### config.mk
export PLATFORM = sky130hd
export DESIGN_NAME = vga_pattern_sequencer
export DESIGN_NICKNAME = d
export VERILOG_FILES = /design/src/rtl/vga_pattern_sequencer.sv
export SDC_FILE = /design/constraint.sdc
export NUM_CORES = 1
export LEC_CHECK = 0
export ABC_CLOCK_PERIOD_IN_PS = 3700
export CAP_MARGIN = 20
export CORE_MARGIN = 8
export CORE_UTILIZATION = 51
export DETAILED_ROUTE_END_ITERATION = 7
export PLACE_DENSITY = 0.84
export SLEW_MARGIN = 10
export SYNTH_ARGS = -nofsm -noshare
export SYNTH_HDL_FRONTEND = slang
export SYNTH_SLANG_ARGS = --single-unit
### constraint.sdc
create_clock -name i_pix_clk -period 3.7 [get_ports i_pix_clk]
set_clock_uncertainty 0.05 [all_clocks]
set_input_delay 0.555 -clock i_pix_clk [delete_from_list [all_inputs] [get_ports i_pix_clk]]
set_output_delay 0.555 -clock i_pix_clk [all_outputs]
set_load 0.1 [all_outputs]
### src/rtl/vga_pattern_sequencer.sv
// Test-pattern sequencer for the 480p HDMI path: frame-synchronous pattern advance, one black
// frame between patterns, 2-cycle aligned outputs. Optional moving box: PATTERN_SEQ_MOVING_BOX_EN.
module vga_pattern_sequencer #(
  parameter int H_ACTIVE           = 640,
  parameter int V_ACTIVE           = 480,
  parameter int FRAMES_PER_PATTERN = 120,
  parameter int BAR_WIDTH          = 80
) (
  input  logic       i_pix_clk,
  input  logic       i_pix_rst,
  input  logic [9:0] i_sx,
  input  logic [9:0] i_sy,
  input  logic       i_hsync,
  input  logic       i_vsync,
  input  logic       i_de,
  input  logic       i_next,
  input  logic       i_auto,
  output logic [3:0] o_red_4b,
  output logic [3:0] o_green_4b,
  output logic [3:0] o_blue_4b,
  output logic       o_hsync,
  output logic       o_vsync,
  output logic       o_de,
  output logic [1:0] o_pattern
);

  localparam int FCNT_W = $clog2(FRAMES_PER_PATTERN);
  localparam logic [FCNT_W-1:0] FCNT_MAX = FCNT_W'(FRAMES_PER_PATTERN - 1);

  typedef enum logic [0:0] {ST_SHOW = 1'b0, ST_BLANK = 1'b1} state_t;

  state_t            state_r, state_next_s;
  logic [1:0]        pat_r, pat_next_s;
  logic [FCNT_W-1:0] fcnt_r, fcnt_next_s;
  logic              pending_r, pending_next_s;
  logic              fs_s, auto_req_s;

  logic       hsync1_r, vsync1_r, de1_r, blank1_r, check1_r, win1_r;
  logic [1:0] pat1_r;
  logic [2:0] bar_k1_r, bar_k_s;
  logic [3:0] ramp1_r;
  logic       in_win_s;
  logic [3:0] red_s, green_s, blue_s;

  assign fs_s       = (i_sx == 10'd0) && (i_sy == 10'd0);
  assign auto_req_s = i_auto && (fcnt_r == FCNT_MAX);
  assign bar_k_s    = 3'(i_sx / 10'(BAR_WIDTH));
  assign in_win_s   = ({1'b0, i_sx} < 11'(H_ACTIVE)) && ({1'b0, i_sy} < 11'(V_ACTIVE));
  assign o_pattern  = pat_r;

  // Next-state logic: pattern changes and blank insertion happen only at frame start
  always_comb begin
    state_next_s   = state_r;
    pat_next_s     = pat_r;
    fcnt_next_s    = fcnt_r;
    pending_next_s = pending_r | i_next;
    case (state_r)
      ST_SHOW: begin
        if (fs_s) begin
          if (pending_r || i_next || auto_req_s) begin
            pat_next_s     = pat_r + 2'd1;
            pending_next_s = 1'b0;
            fcnt_next_s    = '0;
            state_next_s   = ST_BLANK;
          end else if (fcnt_r != FCNT_MAX) begin
            fcnt_next_s = fcnt_r + FCNT_W'(1);
          end else begin
            fcnt_next_s = fcnt_r;
          end
        end else begin
          state_next_s = ST_SHOW;
        end
      end
      ST_BLANK: begin
        if (fs_s) begin
          state_next_s = ST_SHOW;
          fcnt_next_s  = '0;
        end else begin
          state_next_s = ST_BLANK;
        end
      end
      default: begin
        state_next_s = ST_SHOW;
      end
    endcase
  end

  // Sequencer state registers
  always_ff @(posedge i_pix_clk) begin
    if (i_pix_rst) begin
      state_r   <= ST_SHOW;
      pat_r     <= 2'd0;
      fcnt_r    <= '0;
      pending_r <= 1'b0;
    end else begin
      state_r   <= state_next_s;
      pat_r     <= pat_next_s;
      fcnt_r    <= fcnt_next_s;
      pending_r <= pending_next_s;
    end
  end

`ifdef PATTERN_SEQ_MOVING_BOX_EN
  logic [9:0] box_x_r, box_x_next_s;
  logic       box_wrap_s, box_hit_s, box1_r;

  assign box_wrap_s = ({1'b0, box_x_r} + 11'd2) > 11'(H_ACTIVE - 32);
  assign box_hit_s  = ({1'b0, i_sx} >= {1'b0, box_x_next_s}) &&
                      ({1'b0, i_sx} <= ({1'b0, box_x_next_s} + 11'd31)) &&
                      (i_sy >= 10'd224) && (i_sy <= 10'd255);

  // Box steps once per frame and restarts at the left edge before it would leave the screen
  always_comb begin
    box_x_next_s = box_x_r;
    if (fs_s) begin
      if (box_wrap_s) begin
        box_x_next_s = 10'd0;
      end else begin
        box_x_next_s = box_x_r + 10'd2;
      end
    end else begin
      box_x_next_s = box_x_r;
    end
  end

  // Box position register and its per-pixel hit flag in stage 1
  always_ff @(posedge i_pix_clk) begin
    if (i_pix_rst) begin
      box_x_r <= 10'd0;
      box1_r  <= 1'b0;
    end else begin
      box_x_r <= box_x_next_s;
      box1_r  <= box_hit_s;
    end
  end
`endif

  // Stage 1: sync/DE, pattern decode, and the frame state that applies to this pixel
  always_ff @(posedge i_pix_clk) begin
    if (i_pix_rst) begin
      hsync1_r <= 1'b1;
      vsync1_r <= 1'b1;
      de1_r    <= 1'b0;
      blank1_r <= 1'b0;
      pat1_r   <= 2'd0;
      bar_k1_r <= 3'd0;
      check1_r <= 1'b0;
      ramp1_r  <= 4'd0;
      win1_r   <= 1'b0;
    end else begin
      hsync1_r <= i_hsync;
      vsync1_r <= i_vsync;
      de1_r    <= i_de;
      blank1_r <= (state_next_s == ST_BLANK);
      pat1_r   <= pat_next_s;
      bar_k1_r <= bar_k_s;
      check1_r <= i_sx[5] ^ i_sy[5];
      ramp1_r  <= i_sx[9:6];
      win1_r   <= in_win_s;
    end
  end

  // Colour select; anything outside DE or the active window is black
  always_comb begin
    red_s   = 4'h0;
    green_s = 4'h0;
    blue_s  = 4'h0;
    if (de1_r && win1_r && !blank1_r) begin
      case (pat1_r)
        2'd0: begin
          red_s   = {4{bar_k1_r[2]}};
          green_s = {4{bar_k1_r[1]}};
          blue_s  = {4{bar_k1_r[0]}};
        end
        2'd1: begin
          red_s   = {4{check1_r}};
          green_s = {4{check1_r}};
          blue_s  = {4{check1_r}};
        end
        2'd2: begin
          red_s   = ramp1_r;
          green_s = ramp1_r;
          blue_s  = ramp1_r;
        end
        2'd3: begin
`ifdef PATTERN_SEQ_MOVING_BOX_EN
          if (box1_r) begin
            red_s   = 4'hF;
            green_s = 4'hF;
            blue_s  = 4'hF;
          end else begin
            red_s   = 4'h0;
            green_s = 4'h0;
            blue_s  = 4'h4;
          end
`else
          red_s   = 4'hF;
          green_s = 4'hF;
          blue_s  = 4'hF;
`endif
        end
        default: begin
          red_s   = 4'h0;
          green_s = 4'h0;
          blue_s  = 4'h0;
        end
      endcase
    end else begin
      red_s   = 4'h0;
      green_s = 4'h0;
      blue_s  = 4'h0;
    end
  end

  // Stage 2: colour and delayed sync/DE leave together
  always_ff @(posedge i_pix_clk) begin
    if (i_pix_rst) begin
      o_red_4b   <= 4'h0;
      o_green_4b <= 4'h0;
      o_blue_4b  <= 4'h0;
      o_hsync    <= 1'b1;
      o_vsync    <= 1'b1;
      o_de       <= 1'b0;
    end else begin
      o_red_4b   <= red_s;
      o_green_4b <= green_s;
      o_blue_4b  <= blue_s;
      o_hsync    <= hsync1_r;
      o_vsync    <= vsync1_r;
      o_de       <= de1_r;
    end
  end

endmodule

==> impl_metrics.env, run 1 <==
export IMPL_ctsResizeCount=0
export IMPL_crit_family="buffers and inverters"
export IMPL_yosysSeqAreaShare=0.447
export IMPL_preCtsSetupSlack_ps=1170
export IMPL_clkSlewWorstSetupHoldPaths_ps=120
export IMPL_postRouteAntennaNets=0
export IMPL_slew_headroom=0.347
export IMPL_synthesis_nets=209
export IMPL_drc_errors=0
export IMPL_start_util=0.522
export IMPL_crit_slowest_cell="clkdlybuf4s50_1"
export IMPL_hold_viol=0
export IMPL_drt_iter0_markers=83
export IMPL_grt_pass1_vias=1392
export IMPL_drv_cap=0
export IMPL_grt_pass1_wl_mm=6.08
export IMPL_core_area_um2=3260
export IMPL_root_buffer="clkbuf_4"
export IMPL_regToRegEndpoint="fcnt_r[4]$_SDFFE_PP0P_"
export IMPL_htreeDepth=2
export IMPL_cp_cell_sequence="clkdlybuf4s50_1"
export IMPL_overflow=0
export IMPL_drt_total_wl_mm=3.47
export IMPL_maxSlewViolCount=0
export IMPL_grt_max_degree=29
export IMPL_crit_buf_inv=1
export IMPL_place_port_buffers=43
export IMPL_fillers=264
export IMPL_cts_hold_buffers_added=0
export IMPL_drtPass1Iterations=4
export IMPL_antenna_found_initial=0
export IMPL_vias=1415
export IMPL_cts_buffers=5
export IMPL_synth_warnings=0
export IMPL_clock_sinks=38
export IMPL_die_x_um=73.7
export IMPL_crit_required_ps=3090
export IMPL_peakVddDrop_uv=200
export IMPL_worstMarginPinSlew_ps=976
export IMPL_dp_hpwl_mm=2.71
export IMPL_dieArea_um2=5440
export IMPL_yosysUniqueCellTypes=51
export IMPL_synth_edff_count=0
export IMPL_hold_worst_slack_ps=369
export IMPL_cp_start_kind="register"
export IMPL_ys_flop_type="dfxtp_1"
export IMPL_rrSetupSlack_ps=1960
export IMPL_cts_buffer_depth=2
export IMPL_grt_usage=0.142
export IMPL_end_kind="output pin"
export IMPL_crit_fanout=5
export IMPL_yosys_top_cells_area="dfxtp_1 (45%), a21oi_1 (4.4%), nand2_1 (4.4%)"
export IMPL_path_class="register to output pin"
export IMPL_min_delay_worst_endpoint="o_vsync$_SDFF_PP1_"
export IMPL_async_flop_share=0
export IMPL_yosysTopAreaCellShare=0.447
export IMPL_std_cell_rows=21
export IMPL_p_per_area_nw_per_um2=383
export IMPL_syn_instance_count=177
export IMPL_p_leak_nw=0.799
export IMPL_hold_depth=1
export IMPL_synth_area_um2=1700
export IMPL_fin_crit_ps=2560
export IMPL_status="finished clean"
export IMPL_tritoncts="built"
export IMPL_crit_arrival_ps=1950
export IMPL_post_cts_buffers=0
export IMPL_syn2layout_area_growth_pct=32.7
export IMPL_finalSetupTns_ps=0
export IMPL_drive_above_1_share=0.112
export IMPL_period_share=0.691
export IMPL_ys_ff_latch=38
export IMPL_ioPinCount=44
export IMPL_min_from="vsync1_r$_SDFF_PP1_"
export IMPL_dp_cells=261
export IMPL_clock_latency_ps=340
export IMPL_hold_path_class="register to register"
export IMPL_post_drt_wl_per_cell_um=12.9
export IMPL_syn_mean_instance_area_um2=9.61
export IMPL_cpPeakStageDelay_ps=1170
export IMPL_diodes=0
export IMPL_nets=254
export IMPL_synth_common_cells="dfxtp_1 (38), nand2_1 (20), a21oi_1 (15)"
export IMPL_timing_rr_start="blank1_r$_SDFF_PP0_"
export IMPL_place_congestion=0.788
export IMPL_fp_dieH_um=73.7
export IMPL_ff2ff_path_depth=5
export IMPL_yosys_area_top_type="dfxtp_1"
export IMPL_vias_per_cell=5.26
export IMPL_setup_ws_ps=1140
export IMPL_setup_viol=0
export IMPL_stdcell_count=269
export IMPL_rsz0062_at_grt="false"
export IMPL_fmax_mhz=391
export IMPL_yosysMostFrequentCell="dfxtp_1"
cells in the final DEF (no fill, tap or decap), types with 4 or more instances in the layout:
master / n
a21o_1: 5
a21oi_1: 15
clkbuf_4: 5
clkdlybuf4s50_1: 43
dfxtp_1: 38
ha_1: 5
inv_1: 4
nand2_1: 20
nor2_1: 10
nor2b_1: 9
nor3_1: 6
nor4_2: 4
o21ai_0: 5
or2_1: 5
state kept, by name, summed over array words and instances (netlist names), 2 cells and up:
name and count:
bar_k1_r 3, fcnt_r 7, o_blue_4b 4, o_green_4b 4
o_red_4b 4, pat1_r 2, ramp1_r 4
report_power, final:
group,internal (W),switching (W),total (W)
clock,0.000211,0.000137,0.000348
sequential,0.000420,0.00000305,0.000423
combinational,0.0000435,0.0000489,0.0000924
logic make-up after synthesis:
| kind of cell | synth area share |
|---|---|
| fa+ha+maj | 0.0368 |
| buf+inv | 0.0361 |
| simple gates | 0.276 |
| flops | 0.447 |
| mux | 0.0118 |
| compound gates | 0.182 |
| xor+xnor | 0.0103 |
layer usage:
layer  part of all wire  up-vias  GRT usage  routed length, um
met5                  0        -          0                  0
met4              0.011        0     0.0510                 38
met3              0.082        6     0.0573                286
met2               0.45       55      0.223               1550
met1               0.46      630      0.169               1590
li1                   -      724          -                  -
layout make-up:
cell class | count | area [um^2] | share of cell area
clock inverter | 3 | 68.8 | 0.0305
inverter | 4 | 15.0 | 0.00666
clock buffer | 5 | 37.5 | 0.0166
timing repair buffer | 44 | 438 | 0.194
sequential | 38 | 761 | 0.337
multi-input combinational | 129 | 878 | 0.389
tap | 46 | 57.6 | 0.0255
worst max-delay path by stage:
stage | startpoint | endpoint | slack (ps) | depth (start not counted)
finish | pat1_r[0]$_SDFFE_PP0P_ | o_pattern[0] | 1140 | 1
CTS | pat1_r[0]$_SDFFE_PP0P_ | o_pattern[0] | 1120 | 1
floorplan | pat1_r[1]$_SDFFE_PP0P_ | o_blue_4b[0]$_SDFF_PP0_ | 1720 | 5
detailed placement | i_sy[5] | pat1_r[1]$_SDFFE_PP0P_ | 1170 | 6
global route | pat1_r[1]$_SDFFE_PP0P_ | o_pattern[1] | 1090 | 1
global placement | i_sx[9] | pat1_r[1]$_SDFFE_PP0P_ | 1200 | 5
per-stage QoR:
| step | area, um^2 | utilization | power, W |
|---|---|---|---|
| 3_3_place_gp | 2150 | 0.660 | 0.000523 |
| 5_1_grt | 2260 | 0.692 | 0.000901 |
| 2_1_floorplan | 1700 | - | 0.000482 |
| 3_5_place_dp | 2150 | 0.660 | 0.000524 |
| 4_1_cts | 2260 | 0.692 | 0.000870 |
| 6_report | 2260 | 0.692 | 0.000863 |
Note: power is estimated with default switching activity, not from simulation.
==> run 2, diff against run 1 <==
--- a/config.mk
+++ b/config.mk
@@ -5,12 +5,12 @@
 export SDC_FILE = /design/constraint.sdc
 export NUM_CORES = 1
 export LEC_CHECK = 0
-export ABC_CLOCK_PERIOD_IN_PS = 3700
+export ABC_CLOCK_PERIOD_IN_PS = 2100
 export CAP_MARGIN = 20
 export CORE_MARGIN = 8
-export CORE_UTILIZATION = 51
+export CORE_UTILIZATION = 43
 export DETAILED_ROUTE_END_ITERATION = 7
-export PLACE_DENSITY = 0.84
+export PLACE_DENSITY = 0.76
 export SLEW_MARGIN = 10
 export SYNTH_ARGS = -nofsm -noshare
 export SYNTH_HDL_FRONTEND = slang
==> constraint.sdc (replaced) <==
create_clock -name i_pix_clk -period 2.1 [get_ports i_pix_clk]
set_clock_uncertainty 0.05 [all_clocks]
set_input_delay 0.315 -clock i_pix_clk [delete_from_list [all_inputs] [get_ports i_pix_clk]]
set_output_delay 0.315 -clock i_pix_clk [all_outputs]
set_load 0.1 [all_outputs]
==> run 2 against run 1 <==
Combinational power increased by 92%. Largest cell class unchanged. Sequential share of layout area decreased by 0.82 points. Clock power increased by 49%. Die area increased by 14%. Sequential power increased by 76%. Worst setup slack got worse by 1000 ps. Non-clock buffer count increased by 14. Clock-buffer cell count increased by 1. Critical path type is now input port to register.
==> impl_metrics.env, run 2 (same netlist as run 1, synthesis figures left out) <==
export IMPL_status="finished clean"
export IMPL_postRouteAntennaNets=0
export IMPL_rsz0062_at_grt="false"
export IMPL_regToRegEndpoint="fcnt_r[5]$_SDFFE_PP0P_"
export IMPL_cts_buffers=5
export IMPL_ff2ff_path_depth=7
export IMPL_start_util=0.434
export IMPL_place_congestion=0.804
export IMPL_combPwrFrac=0.123
export IMPL_overflow=0
export IMPL_crit_fanout=7
export IMPL_die_x_um=78.9
export IMPL_dp_cells=279
export IMPL_peakVddDrop_uv=348
export IMPL_syn2layout_area_growth_pct=36.0
export IMPL_crit_buf_inv=1
export IMPL_grt_pass1_wl_mm=6.25
export IMPL_placed_cell_area_um2=2220
export IMPL_htreeDepth=2
export IMPL_slew_headroom=0.698
export IMPL_fin_util=0.591
export IMPL_place_port_buffers=43
export IMPL_drv_cap=0
export IMPL_timing_rr_start="fcnt_r[0]$_SDFFE_PP0P_"
export IMPL_cts_buffer_depth=2
export IMPL_setup_viol=0
export IMPL_setup_ws_ps=140
export IMPL_post_drt_wl_per_cell_um=12.7
export IMPL_ioPinCount=44
export IMPL_dieArea_um2=6220
export IMPL_diodes=0
export IMPL_preCtsSetupSlack_ps=-184
export IMPL_drive_above_1_share=0.236
export IMPL_min_from="vsync1_r$_SDFF_PP1_"
export IMPL_p_sw_w=0.000350
export IMPL_grt_usage=0.124
export IMPL_fmax_mhz=510
export IMPL_crit_required_ps=2230
export IMPL_multi_input_area_um2=878
export IMPL_cp_start_kind="input port"
export IMPL_drtPass1Iterations=4
export IMPL_post_cts_buffers=0
export IMPL_rrSetupSlack_ps=280
export IMPL_fin_area_um2=2310
export IMPL_clock_latency_ps=290
export IMPL_crit_slowest_cell="or4_4"
export IMPL_end_kind="register"
export IMPL_grt_pass1_vias=1418
export IMPL_tritoncts="built"
export IMPL_drc_errors=0
export IMPL_crit_arrival_ps=2090
export IMPL_regMostFlops="fcnt_r"
export IMPL_pwr_share_clk=0.361
export IMPL_maxSlewViolCount=0
export IMPL_ctsResizeCount=0
export IMPL_hold_viol=0
export IMPL_core_area_um2=3910
export IMPL_cp_cell_sequence="clkdlybuf4s50_1 > or4_4 > nor4_4 > mux2i_1 > nor2_1"
export IMPL_clock_sinks=38
export IMPL_cts_hold_buffers_added=0
export IMPL_antenna_found_initial=0
export IMPL_fin_crit_ps=1960
export IMPL_hold_path_class="register to register"
export IMPL_p_per_area_nw_per_um2=623
export IMPL_fillers=377
export IMPL_period_share=0.933
export IMPL_dp_hpwl_mm=2.86
export IMPL_p_total_w=0.00144
export IMPL_vias=1461
export IMPL_layout_common_cells="dfxtp_1 (38), buf_4 (32), clkdlybuf4s50_1 (26), nand2_1 (20), a21oi_1 (15)"
export IMPL_drt_iter0_markers=63
export IMPL_worstMarginPinSlew_ps=452
export IMPL_swShare=0.243
export IMPL_nets=268
export IMPL_hold_depth=1
export IMPL_root_buffer="clkbuf_8"
export IMPL_drt_total_wl_mm=3.65
export IMPL_final_common_cell="dfxtp_1"
export IMPL_pwr_share_seq=0.517
export IMPL_path_class="input port to register"
export IMPL_min_delay_worst_endpoint="o_vsync$_SDFF_PP1_"
export IMPL_grt_max_degree=28
export IMPL_vias_per_cell=5.09
export IMPL_fp_dieH_um=78.9
export IMPL_cpPeakStageDelay_ps=650
export IMPL_std_cell_rows=23
export IMPL_stdcell_count=287
export IMPL_regArea_um2=761
export IMPL_internal_power_w=0.00109
export IMPL_p_leak_nw=0.893
export IMPL_crit_family="simple AND/OR/NAND/NOR gates"
export IMPL_largest_reg_flops=7
export IMPL_clkSlewWorstSetupHoldPaths_ps=70
-- run 2: cell types whose count changed in the layout (fill, tap and decap cells not counted), sizes merged --
cell	change
clkdlybuf4s50	-17
bufinv	-2
clkinvlp	+1
buf	+31
clkbuf	+1
-- run 2: power groups by stage --
| stage | clock network (W) | registers [W] | logic (W) |
|---|---|---|---|
| after floorplan | 0 | 0.000784 | 0.0000655 |
| after global placement | 0 | 0.000760 | 0.000174 |
| after detailed placement | 0 | 0.000761 | 0.000176 |
| after CTS | 0.000536 | 0.000744 | 0.000177 |
| after global routing | 0.000566 | 0.000746 | 0.000191 |
| final | 0.000520 | 0.000744 | 0.000177 |
-- run 2: layer usage --
layer / track usage / vias to the layer above / share of wire
met3: 0.0418 / 5 / 0.052
met5: 0 / - / 0
met1: 0.143 / 661 / 0.46
met2: 0.203 / 40 / 0.47
li1: - / 755 / -
met4: 0.0556 / 0 / 0.018
-- run 2: through the flow --
stage	hold WS, ps	TNS (ps)
6_report	356	0
5_1_grt	374	0
4_1_cts	360	0
3_5_place_dp	342	-721
3_3_place_gp	336	-281
2_1_floorplan	333	0
-- run 2: layout make-up --
type / instances / area share
repair buffers: 58 / 0.216
multi-input cells: 129 / 0.380
clock inverters: 2 / 0.00541
well taps: 50 / 0.0271
flip-flops and latches: 38 / 0.329
inverters: 4 / 0.00649
clock buffers: 6 / 0.0357
-- run 2: worst max-delay path by stage --
| stage | start | end | slack (ps) | depth (start not counted) |
|---|---|---|---|---|
| after floorplan | pat1_r[1]$_SDFFE_PP0P_ | o_blue_4b[0]$_SDFF_PP0_ | 120 | 5 |
| after global placement | i_sx[9] | pat1_r[1]$_SDFFE_PP0P_ | -130 | 5 |
| after detailed placement | i_sx[9] | pat1_r[1]$_SDFFE_PP0P_ | -180 | 5 |
| after CTS | i_sx[9] | pat1_r[1]$_SDFFE_PP0P_ | 130 | 5 |
| after global routing | i_sx[5] | pat1_r[1]$_SDFFE_PP0P_ | 50 | 6 |
| final | i_sx[9] | pat1_r[1]$_SDFFE_PP0P_ | 140 | 5 |
==> run 3, diff against run 2 <==
--- a/config.mk
+++ b/config.mk
@@ -9,6 +9,7 @@
 export CAP_MARGIN = 20
 export CORE_MARGIN = 8
 export CORE_UTILIZATION = 43
+export CTS_BUF_LIST = sky130_fd_sc_hd__clkbuf_8 sky130_fd_sc_hd__clkbuf_16
 export DETAILED_ROUTE_END_ITERATION = 7
 export PLACE_DENSITY = 0.76
 export SLEW_MARGIN = 10
==> results of run 3 <==
The final DEF is identical to that of run 2; final timing and power are the same.
